### src/rtl/pc_fetch_sequencer.sv
// Program counter owner and instruction-fetch sequencer.
// Issues req/ack fetches at pc and advances pc on accepted, unstalled fetches.
module pc_fetch_sequencer #(
  parameter logic [31:0] RESET_PC   = 32'h0000_0000,
  parameter logic [31:0] EXC_VECTOR = 32'h0000_0080
) (
  input  logic        clk,
  input  logic        rst_n,
  input  logic        stall,
  input  logic        redirect_valid,
  input  logic [1:0]  pc_sel,
  input  logic        zero,
  input  logic [31:0] branch_offset,
  input  logic [25:0] jump_index,
  input  logic [31:0] jr_target,
  input  logic        imem_ack,
  output logic        imem_req,
  output logic [31:0] imem_addr,
  output logic [31:0] pc,
  output logic [31:0] pc_plus4,
  output logic        instr_valid,
  output logic        flush,
  output logic        addr_error
);

  localparam int unsigned PC_W = 32;

  typedef enum logic [1:0] {
    IDLE  = 2'd0,
    FETCH = 2'd1,
    HOLD  = 2'd2
  } state_t;

  state_t          state;
  state_t          state_nxt;
  logic            fetch_c;
  logic            accept_c;
  logic            update_c;
  logic            nonseq_c;
  logic            misalign_c;
  logic [PC_W-1:0] branch_tgt_c;
  logic [PC_W-1:0] next_pc_c;

  // State register
  always_ff @(posedge clk or negedge rst_n) begin
    if (!rst_n) begin
      state <= IDLE;
    end else begin
      state <= state_nxt;
    end
  end

  // Next-state logic
  always_comb begin
    state_nxt = state;
    case (state)
      IDLE:    state_nxt = FETCH;
      FETCH:   if (imem_ack) state_nxt = stall ? HOLD : FETCH;
      HOLD:    if (!stall) state_nxt = FETCH;
      default: state_nxt = IDLE;
    endcase
  end

  // Output decode: request, acceptance and pc-update strobes
  always_comb begin
    fetch_c  = 1'b0;
    accept_c = 1'b0;
    update_c = 1'b0;
    case (state)
      FETCH: begin
        fetch_c  = 1'b1;
        accept_c = imem_ack;
        update_c = imem_ack && !stall;
      end
      HOLD:    update_c = !stall;
      default: ;
    endcase
  end

  assign imem_req  = fetch_c;
  assign imem_addr = pc;
  assign pc_plus4  = pc + PC_W'(4);

  assign branch_tgt_c = pc_plus4 + (branch_offset << 2);

  // Candidate target select; nonseq marks any taken redirect
  always_comb begin
    next_pc_c  = pc_plus4;
    nonseq_c   = 1'b0;
    misalign_c = 1'b0;
    if (redirect_valid) begin
      case (pc_sel)
        2'b01: begin
          if (zero) begin
            next_pc_c = branch_tgt_c;
            nonseq_c  = 1'b1;
          end
        end
        2'b10: begin
          nonseq_c = 1'b1;
          if (jr_target[1:0] != 2'b00) begin
            next_pc_c  = EXC_VECTOR;
            misalign_c = 1'b1;
          end else begin
            next_pc_c = jr_target;
          end
        end
        2'b11: begin
          next_pc_c = {pc_plus4[31:28], jump_index, 2'b00};
          nonseq_c  = 1'b1;
        end
        default: ;
      endcase
    end
  end

  // PC register and single-cycle status pulses
  always_ff @(posedge clk or negedge rst_n) begin
    if (!rst_n) begin
      pc          <= RESET_PC;
      instr_valid <= 1'b0;
      flush       <= 1'b0;
      addr_error  <= 1'b0;
    end else begin
      instr_valid <= accept_c;
      flush       <= update_c && nonseq_c;
      addr_error  <= update_c && misalign_c;
      if (update_c) pc <= next_pc_c;
    end
  end

endmodule
### config.mk
export PLATFORM = sky130hd
export DESIGN_NAME = pc_fetch_sequencer
export DESIGN_NICKNAME = d
export VERILOG_FILES = /design/src/rtl/pc_fetch_sequencer.sv
export SDC_FILE = /design/constraint.sdc
export NUM_CORES = 1
export LEC_CHECK = 0
export BUFFER_PORTS_ARGS = -buffer_cell sky130_fd_sc_hd__buf_4
export CORE_UTILIZATION = 50
export CTS_BUF_LIST = sky130_fd_sc_hd__clkbuf_8
export DETAILED_ROUTE_END_ITERATION = 12
export HOLD_SLACK_MARGIN = 0.15
export PLACE_DENSITY = 0.88
export SLEW_MARGIN = 10
export SYNTH_ARGS = -nofsm -noshare
export SYNTH_HDL_FRONTEND = slang
export SYNTH_SLANG_ARGS = --single-unit
### constraint.sdc
create_clock -name clk -period 6 [get_ports clk]
set_input_delay 1.2 -clock clk [delete_from_list [all_inputs] [get_ports clk]]
set_output_delay 1.2 -clock clk [all_outputs]
set_load 0.05 [all_outputs]
==> run_results.csv, run 1 <==
group,metric,value,unit
detailed_routing,wl_per_cell,19.10,um
flow_run,cap_viol_max_count,0,
layout,antenna_cells,0,
detailed_routing,routed_via_density,6.296,
yosys,synth-main-ff-cell,"dfrtp_1",
power,p_int,1.331,mW
setup_path,path_class,"reg -> reg",
yosys,synth_fp_nets,740,
setup_path,path_max_fanout,8,
cts,cts_root_buf,"clkbuf_8",
floorplanning,fp-row-count,35,
setup_path,worstPathArrival,4.69,ns
power,pwr-share-comb,79.6,%
layout,syn_to_final_growth,29.45,%
setup_path,ff2ff_path_depth,14,
yosys,synthCells,603,
yosys,synth-seq-cells,37,
yosys,ys_types,74,
yosys,yosys_warnings,0,
global_routing,overflow,0,
setup_path,end_kind,"register",
timing,fin_setup_tns,0,ns
cts,cts_tree,"built",
timing,rsz0062_at_grt,"no",
cts,clkTransAtPathRegs,0.08,ns
cts,cts_resized,0,
setup_path,cp-startpoint,"imem_addr[6]$_DFFE_PN0P_",
global_routing,grt_max_degree,38,
yosys,synthesis.area,4776,sq um
timing,hold_violations,0,
global_routing,grt_usage,32.85,%
cts,insertion_delay,0.30,ns
setup_path,r2r-start,"imem_addr[6]$_DFFE_PN0P_",
status,status,"completed",
floorplanning,io_pins,198,
layout,layout.nets,886,
placement,placed_cell_area,6096,sq um
placement,io_buffers,195,
timing,tightest_slew,1.158,ns
placement,place_hpwl,13150,um
power,clkPwrFrac,5.1,%
cts,cts_setup_buffers,0,
yosys,synthArstFlopShare,100.0,%
power,peakVddDrop,0.2661,mV
detailed_routing,postRouteAntennaNets,0,
global_routing,grt_pass1_vias,5205,
timing,skew,0.007532,ns
yosys,synth_largest_area_cell,"dfrtp_1",
yosys,post-synth-top-count-cell,"nand2_1",
setup_path,r2r_slack,1.49,ns
timing,setup_viol,0,
yosys,synth_top_cell_area_share,19.39,%
detailed_routing,drt_wl_total,16790,um
timing,drv_slew,0,
cts,cts.htree.levels,2,
cts,cts_buffers,5,
min_path,hp-start,"imem_addr[1]$_DFFE_PN0P_",
detailed_routing,drcViolationCount,0,
floorplanning,die-width,99.73,um
yosys,synth-edff-count,0,
cts,clock-sinks,37,
yosys,synth-seq-area-share,19.39,%
power,powerDensity,567.7,nW/um^2
floorplanning,dieHeight,99.73,um
power,p_leak,2.897,nW
cts,cts_hold_buffers,0,
detailed_routing,drt_iter0_drc,494,
min_path,hold_path_depth,1,
layout,drive_gt1_share,30.93,%
cts,cts_buffer_depth,2,
detailed_routing,drtPass1Iterations,6,
setup_path,timing.rr.end,"imem_addr[30]$_DFFE_PN0P_",
power,p_seq_share,15.3,%
timing,clock.fmax,0.2217,GHz
timing,relSlewSlack,22.78,%
detailed_routing,vias,5534,
power,p_switching,2.178,mW
layout,fill_cells,782,
yosys,synthTopCellsByArea,"dfrtp_1 (19%), ha_1 (10%), xnor2_1 (5.7%)",
timing,fin_crit_sh,75.16,%
setup_path,crit_path_start_kind,"register",
yosys,synth.avg_cell_area,7.920,sq um
power,sw_frac_of_total,62.07,%
min_path,min_to,"imem_addr[1]$_DFFE_PN0P_",
timing,finalCriticalPeriod,4.510,ns
floorplanning,die_area,9946,sq um
placement,globalplace.congestion,0.9232,
global_routing,grt_antenna_before_repair,0,
min_path,min_path_type,"reg -> reg",
global_routing,grt_pass1_wl,25960,um
layout,final_area,6182,sq um
setup_path,critPathRequiredTime,6.18,ns
floorplanning,start_util,51.69,%
yosys,synthTopCellsByCount,"nand2_1 (48), nor2_1 (47), o21ai_0 (45)",
floorplanning,coreArea,9240,sq um
[critical path, stage by stage (launching register included)]
cell and delay [ns]:
dfrtp_1 0.50, and3_1 0.24, or3b_1 0.51, nor3_4 0.29
nand3_1 0.19, xnor2_1 0.42, ha_1 0.42, a21oi_1 0.21
o21ai_0 0.18, a21o_1 0.25, a21o_1 0.18, a2111oi_0 0.54
o2bb2ai_1 0.13, xnor2_1 0.20, o22ai_1 0.11
[per-layer routing]
layer  vias to the layer above  routed length, um  GRT usage [%]
met1                      2641               6800          43.10
li1                       2538                  -              -
met4                         0                405          10.75
met5                         -                  0              0
met2                       316               8157          55.49
met3                        39               1425          4.568
[worst max-delay path by stage]
stage,to,cells past startpoint
floorplan,imem_addr[31]$_DFFE_PN0P_,15
global placement,imem_addr[30]$_DFFE_PN0P_,14
detailed placement,imem_addr[31]$_DFFE_PN0P_,16
CTS,imem_addr[31]$_DFFE_PN0P_,16
global route,imem_addr[30]$_DFFE_PN0P_,14
finish,imem_addr[30]$_DFFE_PN0P_,14
[stage by stage]
stage | utilization [%] | setup slack, ns | power, mW | hold WS, ns | cells
after floorplan | - | 1.243 | 2.597 | 0.4992 | 603
after global placement | 65.97 | 1.684 | 3.247 | 0.5217 | 871
after detailed placement | 65.97 | 1.608 | 3.292 | 0.5387 | 871
after CTS | 66.91 | 1.590 | 3.481 | 0.5611 | 879
after global routing | 66.91 | 1.172 | 3.695 | 0.5874 | 879
final | 66.91 | 1.490 | 3.510 | 0.5562 | 879
[registers in the layout, summed over array words and instances, names as in the netlist]
register     cells
instr_valid      1
flush            1
state            2
addr_error       1
imem_addr       32
[layout by cell type, fill, tap and decap left out, types with 3 or more instances in the layout]
cell type,count
a22oi_1,8
o21a_1,5
inv_1,16
a22o_1,8
buf_4,201
o21ai_0,45
mux2i_1,3
a21oi_1,43
o22ai_1,8
o21bai_1,4
a31oi_1,8
xnor2_1,31
xor2_1,16
dfrtp_1,37
clkbuf_8,5
a21o_1,16
ha_1,38
nor2_1,47
or3_1,4
o211ai_1,3
and2_1,6
nor2b_1,9
nand2_1,48
nor4_1,3
nand3b_1,4
a221o_1,3
a221oi_1,11
a222oi_1,12
nor3_1,12
and3_1,6
a211oi_1,4
nand3_1,17
o32ai_1,3
nand4_1,12
[power by group through the flow]
| stage | Combinational (mW) | Clock [mW] | Sequential (mW) |
|---|---|---|---|
| 2_1_floorplan | 1.82 | 0 | 0.772 |
| 3_5_place_dp | 2.76 | 0 | 0.536 |
| 6_report | 2.79 | 0.179 | 0.537 |
| 4_1_cts | 2.77 | 0.180 | 0.532 |
| 3_3_place_gp | 2.72 | 0 | 0.527 |
| 5_1_grt | 2.95 | 0.192 | 0.554 |
[cell families (layout without fill, tap and decap cells)]
group | count (synthesis) | in the layout | share of synthesized area [%]
AO/OA/AOI/OAI | 208 | 208 | 30.31
buffers and inverters | 78 | 225 | 8.881
XOR/XNOR | 48 | 48 | 8.960
flip-flops | 37 | 37 | 19.39
AND/OR/NAND/NOR | 188 | 188 | 20.99
multiplexers | 5 | 5 | 1.100
adder cells (fa/ha/maj) | 39 | 39 | 10.37
[area by class of cell]
type | instances | area, sq um | area share, %
repair buffers | 201 | 1509 | 24.41
inverters | 16 | 60.06 | 0.9715
well taps | 129 | 161.4 | 2.611
multi-input cells | 488 | 3440 | 55.64
flip-flops and latches | 37 | 925.9 | 14.98
clock buffers | 5 | 68.82 | 1.113
clock inverters | 3 | 17.52 | 0.2833
(Power assumes the default switching activity.)
==> inputs of run 2 (changes only) <==
==> constraint.sdc (replaced) <==
create_clock -name clk -period 4.7 [get_ports clk]
set_input_delay 0.94 -clock clk [delete_from_list [all_inputs] [get_ports clk]]
set_output_delay 0.94 -clock clk [all_outputs]
set_load 0.05 [all_outputs]
==> run 2 against run 1 <==
Non-clock buffer count is 2 higher. Flip-flop and latch count stayed put. Clock power is 23% higher. Routed wire length is 0.41% higher. Global-route usage is 0.31 points higher. Clock skew is 0.0020 ns lower. Die area stayed put. Sequential share of layout area is 0.081 points lower. Utilization is 0.37 points higher. Largest power group unchanged. Highest routed layer unchanged.
==> run_results.csv, run 2 (same netlist as run 1, synthesis figures left out) <==
group,metric,value,unit
status,status,"completed",
placement,place_hpwl,13320,um
min_path,min_to,"state[0]$_DFFE_PN0P_",
global_routing,grt_max_degree,38,
detailed_routing,wl_per_cell,19.13,um
layout,post-route-util,67.27,%
setup_path,end_kind,"register",
detailed_routing,postRouteAntennaNets,0,
floorplanning,dieHeight,99.73,um
global_routing,grt_pass1_vias,5203,
cts,cts_setup_buffers,0,
layout,drive_gt1_share,31.38,%
timing,finalCriticalPeriod,4.321,ns
cts,insertion_delay,0.29,ns
detailed_routing,routed_via_density,6.209,
floorplanning,die_area,9946,sq um
setup_path,r2r-start,"imem_addr[6]$_DFFE_PN0P_",
global_routing,grt_antenna_before_repair,0,
timing,tightest_slew,1.133,ns
layout,final_area,6216,sq um
cts,cts.htree.levels,2,
detailed_routing,drtPass1Iterations,7,
power,sw_frac_of_total,61.71,%
placement,globalplace.congestion,0.9162,
floorplanning,coreArea,9240,sq um
setup_path,timing.rr.end,"imem_addr[31]$_DFFE_PN0P_",
cts,cts_root_buf,"clkbuf_8",
global_routing,grt_usage,33.16,%
placement,io_buffers,195,
cts,cts_resized,0,
cts,cts_tree,"built",
min_path,hp-start,"state[0]$_DFFE_PN0P_",
power,powerDensity,720.5,nW/um^2
setup_path,worstPathArrival,4.49,ns
timing,clock.fmax,0.2314,GHz
timing,hold_violations,0,
power,pwr-share-comb,79.7,%
cts,clock-sinks,37,
timing,holdWs,0.5664,ns
setup_path,critPathRequiredTime,4.87,ns
setup_path,path_class,"reg -> reg",
detailed_routing,drt_iter0_drc,490,
timing,skew,0.005488,ns
timing,rsz0062_at_grt,"no",
power,p_seq_share,15.4,%
layout,final_cells,881,
placement,place_inst,873,
min_path,hold_path_depth,2,
cts,cts_buffer_depth,2,
min_path,min_path_type,"reg -> reg",
global_routing,grt_pass1_wl,26450,um
layout,syn_to_final_growth,30.15,%
setup_path,path_max_fanout,8,
placement,placed_cell_area,6133,sq um
timing,drv_slew,0,
timing,fin_setup_tns,0,ns
floorplanning,fp-row-count,35,
power,p_int,1.715,mW
layout,largest_reg_flops,32,
power,p_switching,2.764,mW
setup_path,ff2ff_path_depth,13,
global_routing,overflow,0,
floorplanning,start_util,51.69,%
detailed_routing,drt_wl_total,16860,um
flow_run,cap_viol_max_count,0,
timing,setup_viol,0,
power,p_leak,2.934,nW
setup_path,r2r_slack,0.38,ns
power,clkPwrFrac,4.9,%
layout,final_cell_mix,"buf_4 (203), nand2_1 (48), nor2_1 (47)",
detailed_routing,drcViolationCount,0,
cts,cts_hold_buffers,0,
floorplanning,io_pins,198,
layout,final_common_cell,"buf_4",
setup_path,crit_path_start_kind,"register",
timing,fin_crit_sh,91.94,%
layout,antenna_cells,0,
detailed_routing,vias,5470,
floorplanning,die-width,99.73,um
timing,relSlewSlack,24.45,%
layout,layout.nets,888,
cts,cts_buffers,5,
power,peakVddDrop,0.3760,mV
cts,clkTransAtPathRegs,0.08,ns
==> run 2: cell count changes in the layout (fill, tap and decap cells not counted) <==
cell / before / now
clkinvlp_4: 1 / 0
xnor2_1: 31 / 28
buf_4: 201 / 203
xnor2_2: 1 / 4
inv_1: 16 / 17
==> run 2: critical path, stage by stage, from the launching register on <==
cell and delay [ns]:
dfrtp_1 0.50, and3_1 0.25, or3b_1 0.51, nor4_4 0.43, nand2_1 0.18, xnor2_1 0.40, ha_1 0.39, and4_1 0.24
a221oi_1 0.28, o21ai_0 0.15, or3_1 0.37, nand3_1 0.20, mux2i_1 0.21, o211ai_1 0.11
==> run 2: through the flow <==
stage	total power, mW	setup WS (ns)
after floorplan	3.324	0.02402
after global placement	4.163	0.5104
after detailed placement	4.214	0.4754
after CTS	4.440	0.4506
after global routing	4.716	0.1209
final	4.479	0.3789
==> run 2: worst max path at each step <==
stage                                  start                         to  slack (ns)  cells after the start
detailed placement  imem_addr[2]$_DFFE_PN0P_  imem_addr[31]$_DFFE_PN0P_        0.48                     15
CTS                 imem_addr[2]$_DFFE_PN0P_  imem_addr[31]$_DFFE_PN0P_        0.45                     15
global route        imem_addr[2]$_DFFE_PN0P_  imem_addr[31]$_DFFE_PN0P_        0.12                     16
finish              imem_addr[6]$_DFFE_PN0P_  imem_addr[31]$_DFFE_PN0P_        0.38                     13
floorplan           imem_addr[5]$_DFFE_PN0P_  imem_addr[31]$_DFFE_PN0P_        0.02                     15
global placement    imem_addr[2]$_DFFE_PN0P_  imem_addr[31]$_DFFE_PN0P_        0.51                     16
==> run 2: metal layers <==
metal,share of wire [%],GRT usage [%]
met1,41,44.76
met2,48,56.45
met3,8.9,3.514
met4,1.8,8.371
met5,0,0
==> run 2: power by group through the flow <==
stage / Sequential, mW / Combinational [mW] / Clock, mW
detailed placement: 0.687 / 3.53 / 0
finish: 0.689 / 3.57 / 0.220
global route: 0.710 / 3.77 / 0.231
global placement: 0.674 / 3.49 / 0
floorplan: 0.989 / 2.34 / 0
CTS: 0.681 / 3.54 / 0.218
==> run 2: layout make-up <==
| cell class | instances | area (sq um) |
|---|---|---|
| multi-input cells | 488 | 3462 |
| clock buffers | 5 | 68.82 |
| inverters | 16 | 60.06 |
| fillers | 770 | 3024 |
| clock inverters | 3 | 13.76 |
| repair buffers | 203 | 1524 |
| flip-flops and latches | 37 | 925.9 |
| well taps | 129 | 161.4 |
